File: src/rtl/hazard_pkg.sv
// Shared types and helpers for the hazard/forwarding controller.
package hazard_pkg;

  typedef enum logic {
    IDLE   = 1'b0,
    SQUASH = 1'b1
  } flush_state_t;

  // Slot counter holds BR_SLOTS up to 7.
  localparam int SLOT_W = 3;

  function automatic int fwd_sel_width(input int depth);
    return (depth < 1) ? 1 : $clog2(depth + 1);
  endfunction

endpackage

File: src/rtl/fwd_select.sv
// Per-source forward select: youngest (lowest-numbered) writing stage wins.
module fwd_select
  import hazard_pkg::*;
#(
  parameter int REG_AW    = 5,
  parameter int FWD_DEPTH = 2,
  parameter int SEL_W     = fwd_sel_width(FWD_DEPTH)
) (
  input  logic [REG_AW-1:0]           src,
  input  logic                        use_src,
  input  logic [FWD_DEPTH*REG_AW-1:0] st_rd,
  input  logic [FWD_DEPTH-1:0]        st_wreg,
  input  logic [FWD_DEPTH-1:0]        st_rdy,
  output logic [SEL_W-1:0]            sel,
  output logic                        nrdy_hit
);

  logic [FWD_DEPTH-1:0] match;

  generate
    for (genvar gi = 0; gi < FWD_DEPTH; gi++) begin : g_match
      assign match[gi] = use_src && (src != '0) && st_wreg[gi] &&
                         (st_rd[gi*REG_AW +: REG_AW] == src);
    end
  endgenerate

  // Scan from the oldest stage down so the youngest match overwrites.
  always_comb begin
    sel      = '0;
    nrdy_hit = 1'b0;
    for (int i = FWD_DEPTH - 1; i >= 0; i--) begin
      if (match[i]) begin
        sel      = SEL_W'(i + 1);
        nrdy_hit = ~st_rdy[i];
      end
    end
  end

endmodule

File: src/rtl/hazard_ctrl.sv
// Hazard and forwarding controller: forward selects, stall/flush generation,
// long-op scoreboard, branch squash FSM and saturating perf counters.
module hazard_ctrl
  import hazard_pkg::*;
#(
  parameter int REG_AW    = 5,
  parameter int FWD_DEPTH = 2,
  parameter int BR_SLOTS  = 1,
  parameter int MAX_LONG  = 2,
  parameter int CNT_W     = 16
) (
  input  logic                                 clk,
  input  logic                                 rst,
  input  logic                                 id_valid,
  input  logic [REG_AW-1:0]                    id_rs,
  input  logic [REG_AW-1:0]                    id_rt,
  input  logic                                 id_use_rs,
  input  logic                                 id_use_rt,
  input  logic                                 id_is_long,
  input  logic [REG_AW-1:0]                    id_rd,
  input  logic [FWD_DEPTH*REG_AW-1:0]          st_rd,
  input  logic [FWD_DEPTH-1:0]                 st_wreg,
  input  logic [FWD_DEPTH-1:0]                 st_rdy,
  input  logic                                 lng_done,
  input  logic [REG_AW-1:0]                    lng_done_rd,
  input  logic                                 br_taken,
  input  logic                                 clr_cnt,
  output logic [fwd_sel_width(FWD_DEPTH)-1:0]  fwd_a,
  output logic [fwd_sel_width(FWD_DEPTH)-1:0]  fwd_b,
  output logic                                 stall,
  output logic                                 flush,
  output logic [CNT_W-1:0]                     stall_cnt,
  output logic [CNT_W-1:0]                     flush_cnt
);

  localparam int SEL_W  = fwd_sel_width(FWD_DEPTH);
  localparam int LCNT_W = $clog2(MAX_LONG + 1);
  localparam int NREG   = 1 << REG_AW;

  // ---------------- forwarding ----------------
  logic [SEL_W-1:0] sel_a, sel_b;
  logic             nrdy_a, nrdy_b;

  fwd_select #(.REG_AW(REG_AW), .FWD_DEPTH(FWD_DEPTH), .SEL_W(SEL_W)) u_fwd_a (
    .src(id_rs), .use_src(id_use_rs), .st_rd(st_rd), .st_wreg(st_wreg),
    .st_rdy(st_rdy), .sel(sel_a), .nrdy_hit(nrdy_a)
  );

  fwd_select #(.REG_AW(REG_AW), .FWD_DEPTH(FWD_DEPTH), .SEL_W(SEL_W)) u_fwd_b (
    .src(id_rt), .use_src(id_use_rt), .st_rd(st_rd), .st_wreg(st_wreg),
    .st_rdy(st_rdy), .sel(sel_b), .nrdy_hit(nrdy_b)
  );

  assign fwd_a = sel_a;
  assign fwd_b = sel_b;

  // ---------------- scoreboard ----------------
  logic [NREG-1:0]   pending_reg, pending_next;
  logic [LCNT_W-1:0] out_cnt_reg, out_cnt_next;
  logic              sb_a, sb_b, data_hz, sb_hz, struct_hz, issue, long_set, long_clr;

  // A ready in-flight producer makes a pending bit irrelevant.
  assign sb_a = id_use_rs && (id_rs != '0) && pending_reg[id_rs] &&
                !((sel_a != '0) && !nrdy_a);
  assign sb_b = id_use_rt && (id_rt != '0) && pending_reg[id_rt] &&
                !((sel_b != '0) && !nrdy_b);

  assign data_hz   = nrdy_a | nrdy_b;
  assign sb_hz     = sb_a | sb_b;
  assign struct_hz = id_is_long && (out_cnt_reg == LCNT_W'(MAX_LONG));

  assign stall    = id_valid && !flush && (data_hz || sb_hz || struct_hz);
  assign issue    = id_valid && !stall && !flush;
  assign long_set = issue && id_is_long && (id_rd != '0);
  assign long_clr = lng_done && (out_cnt_reg != '0);

  always_comb begin
    pending_next = pending_reg;
    if (lng_done) pending_next[lng_done_rd] = 1'b0;
    if (long_set) pending_next[id_rd] = 1'b1;

    out_cnt_next = out_cnt_reg;
    if (long_set && !long_clr)      out_cnt_next = out_cnt_reg + LCNT_W'(1);
    else if (!long_set && long_clr) out_cnt_next = out_cnt_reg - LCNT_W'(1);
  end

  always_ff @(posedge clk or posedge rst) begin
    if (rst) begin
      pending_reg <= '0;
      out_cnt_reg <= '0;
    end else begin
      pending_reg <= pending_next;
      out_cnt_reg <= out_cnt_next;
    end
  end

  // ---------------- branch squash FSM ----------------
  flush_state_t      state_reg, state_next;
  logic [SLOT_W-1:0] slot_reg, slot_next;

  always_ff @(posedge clk or posedge rst) begin
    if (rst) begin
      state_reg <= IDLE;
      slot_reg  <= '0;
    end else begin
      state_reg <= state_next;
      slot_reg  <= slot_next;
    end
  end

  // The Br_Taken cycle is the first flush cycle, so SQUASH covers the rest.
  always_comb begin
    state_next = state_reg;
    slot_next  = slot_reg;
    case (state_reg)
      IDLE: begin
        if (br_taken) begin
          state_next = SQUASH;
          slot_next  = SLOT_W'(BR_SLOTS);
        end
      end
      SQUASH: begin
        if (br_taken) begin
          slot_next = SLOT_W'(BR_SLOTS);
        end else if (slot_reg > SLOT_W'(2)) begin
          slot_next = slot_reg - SLOT_W'(1);
        end else begin
          state_next = IDLE;
          slot_next  = '0;
        end
      end
      default: begin
        state_next = IDLE;
        slot_next  = '0;
      end
    endcase
  end

  always_comb begin
    flush = br_taken || ((state_reg == SQUASH) && (slot_reg > SLOT_W'(1)));
  end

  // ---------------- performance counters ----------------
  logic [CNT_W-1:0] perf_reg [2];
  logic [1:0]       perf_inc;

  assign perf_inc = {br_taken, stall};

  generate
    for (genvar gi = 0; gi < 2; gi++) begin : g_perf
      always_ff @(posedge clk or posedge rst) begin
        if (rst) begin
          perf_reg[gi] <= '0;
        end else if (clr_cnt) begin
          perf_reg[gi] <= '0;
        end else if (perf_inc[gi] && (perf_reg[gi] != '1)) begin
          perf_reg[gi] <= perf_reg[gi] + CNT_W'(1);
        end
      end
    end
  endgenerate

  assign stall_cnt = perf_reg[0];
  assign flush_cnt = perf_reg[1];

endmodule

File: config.mk
export PLATFORM = sky130hd
export DESIGN_NAME = hazard_ctrl
export DESIGN_NICKNAME = d
export VERILOG_FILES = /design/src/rtl/hazard_pkg.sv /design/src/rtl/fwd_select.sv /design/src/rtl/hazard_ctrl.sv
export SDC_FILE = /design/constraint.sdc
export NUM_CORES = 1
export LEC_CHECK = 0
export ABC_AREA = 1
export CAP_MARGIN = 20
export CELL_PAD_IN_SITES_DETAIL_PLACEMENT = 1
export CELL_PAD_IN_SITES_GLOBAL_PLACEMENT = 1
export CORE_MARGIN = 10
export CORE_UTILIZATION = 35
export CTS_CLUSTER_SIZE = 24
export DETAILED_ROUTE_END_ITERATION = 10
export PLACE_DENSITY = 0.88
export SKIP_CTS_REPAIR_TIMING = 1
export SLEW_MARGIN = 15
export SYNTH_ARGS = -nofsm -noshare
export SYNTH_HDL_FRONTEND = slang
export SYNTH_SLANG_ARGS = --single-unit
File: constraint.sdc
create_clock -name clk -period 2.75 [get_ports clk]
set_clock_uncertainty 0.2 [all_clocks]
set_input_delay 0.6875 -clock clk [delete_from_list [all_inputs] [get_ports clk]]
set_output_delay 0.6875 -clock clk [all_outputs]
set_load 0.005 [all_outputs]
==> results of run 1 <==
-- cell families after synthesis --
family	synth area share, %
xor+xnor	2.90
simple gates	39.5
flops	34.2
fa+ha+maj	1.22
buf+inv	10.8
compound gates	11.3
-- cell usage after synthesis --
cell type  number
nand2_1       191
nand3_1        87
inv_1          85
nor2_1         84
dfrtp_1        70
o21ai_0        52
nand4_1        39
o211ai_1       19
a21oi_1        17
nor3_1         17
nand2_2        12
xor2_1         12
clkbuf_1        8
buf_6           7
inv_2           7
o21ai_1         7
buf_4           6
buf_2           5
ha_1            5
xnor2_1         5
nand3_2         3
nor2_2          3
a21oi_2         2
buf_1           2
nand3_4         2
o21a_1          2
o22ai_1         2
a21boi_0        1
a31oi_1         1
and2_1          1
and3_1          1
buf_12          1
clkinv_1        1
nand2_4         1
nand3b_1        1
nor3_2          1
nor3_4          1
nor3b_1         1
nor4_1          1
-- area by class of cell --
| type | instances | area (um2) | area share [%] |
|---|---|---|---|
| sequential | 70 | 1750 | 24.2 |
| inverter | 93 | 362 | 4.99 |
| multi-input combinational | 571 | 3000 | 41.4 |
| clock buffer | 10 | 239 | 3.30 |
| timing repair buffer | 163 | 1570 | 21.7 |
| clock inverter | 6 | 85.1 | 1.18 |
| tap | 184 | 230 | 3.18 |
-- where the power goes --
part | internal, uW | total (uW) | switching (uW) | leakage [uW]
clock | 815 | 1290 | 477 | 0.000154
sequential | 1110 | 1180 | 71.6 | 0.000956
combinational | 376 | 871 | 495 | 0.00244
-- stage by stage --
stage	setup WS, ps	hold slack [ps]	instance area [um2]	TNS [ps]	util (%)
final	-261	294	7240	-621	50.2
after global routing	-341	302	7240	-882	50.2
after CTS	-1130	300	6900	-7740	47.8
after detailed placement	-1100	290	6580	-24350	45.6
after global placement	-1020	275	6580	-20880	45.6
after floorplan	36.0	257	5130	0	-
-- routing by layer --
| layer | share of wire [%] | up-vias | global-route usage, % |
|---|---|---|---|
| met5 | 0 | - | 0 |
| met4 | 1.8 | 0 | 5.71 |
| met3 | 6.0 | 33 | 5.37 |
| met2 | 52 | 179 | 34.7 |
| met1 | 40 | 3070 | 21.8 |
| li1 | - | 2809 | - |
-- critical path, delay by kind of cell --
| kind | cells | cell delay (ps) |
|---|---|---|
| simple gates | 9 | 830 |
| compound gates | 1 | 210 |
| buf+inv | 4 | 400 |
-- final timing paths --
path                                                 start                    endpoint  cells after the start
worst max-delay path                              id_rt[1]                       stall                     14
worst min-delay path            out_cnt_reg[1]$_DFFE_PP0P_  out_cnt_reg[1]$_DFFE_PP0P_                      1
worst max register to register    pending_reg[6]$_DFF_PP0_  out_cnt_reg[1]$_DFFE_PP0P_                     16
worst min register to register  out_cnt_reg[1]$_DFFE_PP0P_  out_cnt_reg[1]$_DFFE_PP0P_                      1
max in group asynchronous                              rst   pending_reg[26]$_DFF_PP0_                      3
min in group asynchronous                              rst    flush_cnt[6]$_DFFE_PP0P_                      2
-- cell usage in the layout, fill, tap and decap left out, types with 9 or more instances in the layout --
cell / n
buf_6: 18
nand2_1: 180
buf_4: 64
inv_2: 12
clkbuf_2: 10
nand4_1: 39
o21ai_0: 50
o21ai_1: 9
nand2_2: 23
nor2_1: 73
xor2_1: 12
nor2_2: 10
o211ai_1: 19
a21oi_1: 15
nand3_2: 12
dfrtp_1: 70
nand3_1: 78
clkbuf_16: 11
clkdlybuf4s50_1: 51
nor3_1: 16
inv_1: 76
==> impl_metrics.yaml, run 1 <==
status:
  status: "finished with violations"
  violations: "setup timing"
synth:
  ys_warn_count: 0
  syn_area_mm2: 0.00513
  synth_nets: 811
  synth_top_area_cell: "dfrtp_1"
  synth_top_area_share_pct: 34.2
  yosysSeqAreaShare_pct: 34.2
  yosys-top-cells-area: "dfrtp_1 34%, nand2_1 14%, nand3_1 8.5%, inv_1 6.2%, nor2_1 6.1%"
  synth-seq-cells: 70
  yosysUniqueCellTypes: 39
  syn_area_per_cell_um2: 6.72
  synthCells: 763
power_and_ir_drop:
  leakagePower_uw: 0.00355
  power.density_mw_per_mm2: 461
  ir_worst_vdd_mv: 0.304
  totalPowerFinal_uw: 3340
timing:
  slew_headroom_pct: 66.2
  rsz0062_at_grt: "yes"
  fin_crit_sh_pct: 109
  fmax_mhz: 332
  hold_viol: 0
  drv_slew: 0
  period_minus_slack_ps: 3010
  setup_viol: 3
  worstMarginPinSlew_ps: 501
  worst_slack_ps: -261
grt:
  grt_pass1_vias: 6366
  grt_max_degree: 46
  grt_pass1_wl_mm: 31.8
  track_usage_pct: 19.4
  grt_antenna_before_repair: 0
  grt-ovfl-total: 0
routing:
  finalWirelength_mm: 21.0
  routedWlPerCell_um: 19.1
  drc_errors: 0
  via_count: 6091
  drt_iter0_drc: 369
  drt-pass1-iter-count: 5
  vias_per_cell: 5.55
  ant_nets: 0
floorplanning:
  core_mm2: 0.0144
  fp-row-count: 44
  start_util_pct: 35.5
  die_w_um: 141
  dieHeight_um: 141
  pin_count: 81
  die_area_mm2: 0.0199
critical_path:
  cp_cell_sequence: "buf_8, buf_8, nand2_2, nand2_1, nor2_1, nand2_1, nor2_4, nand3_2, a21oi_2, nor2_4, nand3_4, nand2_2, inv_2, buf_6"
  worstSetupPathType: "primary input to output port"
  cpPeakStageDelay_ps: 210
  end_kind: "output port"
  required_ps: 1860
  slowest_stage: "a21oi_2"
  start_kind: "primary input"
  crit_fanout: 7
  worstPathArrival_ps: 2120
  regToRegSetupSlack_ps: -20
place:
  dp_cells: 1069
  gp_congestion: 0.924
  portBuffers: 80
  post-dp-hpwl_mm: 14.5
final_layout:
  largest_reg_flops: 32
  stdcell_count: 1097
  nets: 956
  final_layout_size_suffix_gt1_share_pct: 21.9
  antenna_cells: 0
  fillCellCount: 1834
  areaGrowthSynthToFinish_pct: 41.2
worst_hold_path:
  hp-class: "flip-flop to flip-flop"
clock_tree:
  cts.sinks: 70
  cts_htree_levels: 3
  cts_tree: "yes"
  cts_inserted_buffers: 9
  clk_pin_slew_ps: 60
  root_buffer: "clkbuf_16"
  clockBufferDepth: 2
  insertion_delay_ps: 350
job:
  maxCapViolations: 0
Power figures use the tool's default switching activity.
==> inputs of run 2 (changes only) <==
--- a/config.mk
+++ b/config.mk
@@ -9,10 +9,12 @@
 export CAP_MARGIN = 20
 export CELL_PAD_IN_SITES_DETAIL_PLACEMENT = 1
 export CELL_PAD_IN_SITES_GLOBAL_PLACEMENT = 1
+export CORE_ASPECT_RATIO = 0.5
 export CORE_MARGIN = 10
 export CORE_UTILIZATION = 35
 export CTS_CLUSTER_SIZE = 24
 export DETAILED_ROUTE_END_ITERATION = 10
+export HOLD_SLACK_MARGIN = 0.02
 export PLACE_DENSITY = 0.88
 export SKIP_CTS_REPAIR_TIMING = 1
 export SLEW_MARGIN = 15
==> run 2 against run 1 <==
The run still ends with setup timing left. Non-clock buffer count shrank 21. Worst setup slack better by 65 ps. Utilization down 2.0 points. Cell count fell by 0.64%. Count of clock-buffer cells in the layout is the same. Via count decreased by 4.8%. Die area rose by 1.5%. Power decreased by 3.3%. Hold slack worse by 0.66 ps.
==> impl_metrics.yaml, run 2 (synthesis gave the netlist of run 1 again) <==
status:
  status: "finished with violations"
  violations: "setup timing"
critical_path:
  required_ps: 1860
  start_kind: "primary input"
  worstPathArrival_ps: 2060
  crit_start: "id_rs[0]"
  crit_fanout: 3
  worstSetupPathType: "primary input to output port"
  end_kind: "output port"
  timing.rr.start: "pending_reg[25]$_DFF_PP0_"
grt:
  grt-ovfl-total: 0
  grt_max_degree: 71
  grt_antenna_before_repair: 0
  grt_pass1_wl_mm: 31.3
  track_usage_pct: 18.9
  grt_pass1_vias: 6221
routing:
  drt-pass1-iter-count: 5
  drt_iter0_drc: 393
  ant_nets: 0
  routedWlPerCell_um: 17.5
  vias_per_cell: 5.32
  via_count: 5796
  drc_errors: 0
  finalWirelength_mm: 19.1
final_layout:
  final_layout_size_suffix_gt1_share_pct: 17.8
  largest_reg_flops: 32
  stdcell_count: 1090
  areaGrowthSynthToFinish_pct: 35.3
  fin_util_pct: 48.2
  final_area_mm2: 0.00694
  antenna_cells: 0
  nets: 935
  final_cell_mix: "183 x nand2_1, 82 x nand3_1, 79 x inv_1"
  final_common_cell: "nand2_1"
clock_tree:
  root_buffer: "clkbuf_16"
  cts_tree: "yes"
  insertion_delay_ps: 340
  clk_pin_slew_ps: 60
  cts_inserted_buffers: 9
  cts_htree_levels: 3
  cts.sinks: 70
  clockBufferDepth: 2
place:
  post-dp-hpwl_mm: 14.1
  portBuffers: 80
  dpl_cell_area_mm2: 0.00648
  gp_congestion: 0.946
  dpl_worst_slack_ps: -1020
  dp_cells: 1069
timing:
  rsz0062_at_grt: "yes"
  worst_slack_ps: -196
  period_minus_slack_ps: 2950
  hold_viol: 0
  setup_viol: 2
  fin_crit_sh_pct: 107
  fmax_mhz: 339
  drv_slew: 0
  worstMarginPinSlew_ps: 552
  slew_headroom_pct: 62.8
floorplanning:
  dieHeight_um: 106
  start_util_pct: 35.6
  pin_count: 81
  fp-row-count: 31
  die_w_um: 191
  core_mm2: 0.0144
  die_area_mm2: 0.0202
worst_hold_path:
  hold_start: "flush_cnt[11]$_DFFE_PP0P_"
  hp-class: "flip-flop to flip-flop"
power_and_ir_drop:
  totalPowerFinal_uw: 3230
  power.density_mw_per_mm2: 466
  leakagePower_uw: 0.00347
  ir_worst_vdd_mv: 0.284
job:
  maxCapViolations: 0
## run 2: cell types whose count changed in the layout (fill, tap and decap cells not counted), sizes merged
| cell | delta |
|---|---|
| clkbuf | +1 |
| buf | -27 |
| dlymetal6s2s | +5 |
## run 2: per-layer routing
metal / vias to the layer above / track usage, % / part of all wire (%)
li1: 2770 / - / -
met1: 2854 / 21.9 / 43
met2: 138 / 33.6 / 50
met3: 34 / 4.38 / 5.4
met4: 0 / 6.32 / 2.2
met5: - / 0 / 0
## run 2: metrics by stage
stage | hold WS [ps] | TNS (ps)
after floorplan | 257 | 0
after global placement | 274 | -17590
after detailed placement | 285 | -19300
after CTS | 294 | -5690
after global routing | 329 | -870
final | 294 | -250
## run 2: final cells by class
type,instances,area [um2]
clock buffers,10,239
clock inverters,6,85.1
fillers,1835,7450
inverters,93,352
multi-input cells,571,2950
flip-flops and latches,70,1750
well taps,198,248
repair buffers,142,1310
## run 2: final timing paths
path                       slack (ps)                          to  cells past startpoint
max                              -200                       stall                     13
min                               290   flush_cnt[11]$_DFFE_PP0P_                      1
max reg2reg                       240  out_cnt_reg[1]$_DFFE_PP0P_                     15
min reg2reg                       290   flush_cnt[11]$_DFFE_PP0P_                      1
max in group asynchronous        1500   flush_cnt[13]$_DFFE_PP0P_                      3
min in group asynchronous         550  out_cnt_reg[1]$_DFFE_PP0P_                      3
## run 2: power breakdown
| part | switching, uW | total, uW | internal, uW |
|---|---|---|---|
| Combinational | 461 | 775 | 314 |
| Clock | 468 | 1280 | 815 |
| Sequential | 68.2 | 1170 | 1110 |
## run 2: worst max-delay path, stage by stage
cell	delay, ps
clkbuf_2	120
buf_4	160
nor2_4	90
nand3_2	80
nand2_2	120
nor2_4	50
buf_4	130
a21oi_2	170
nand3_2	120
nand3_4	130
nand2_2	50
inv_1	40
buf_2	100
==> inputs of run 3 (changes only) <==
--- a/config.mk
+++ b/config.mk
@@ -6,6 +6,7 @@
 export NUM_CORES = 1
 export LEC_CHECK = 0
 export ABC_AREA = 1
+export ABC_CLOCK_PERIOD_IN_PS = 2750
 export CAP_MARGIN = 20
 export CELL_PAD_IN_SITES_DETAIL_PLACEMENT = 1
 export CELL_PAD_IN_SITES_GLOBAL_PLACEMENT = 1
==> results of run 3 <==
The final DEF is identical to that of run 2; final timing and power are the same.
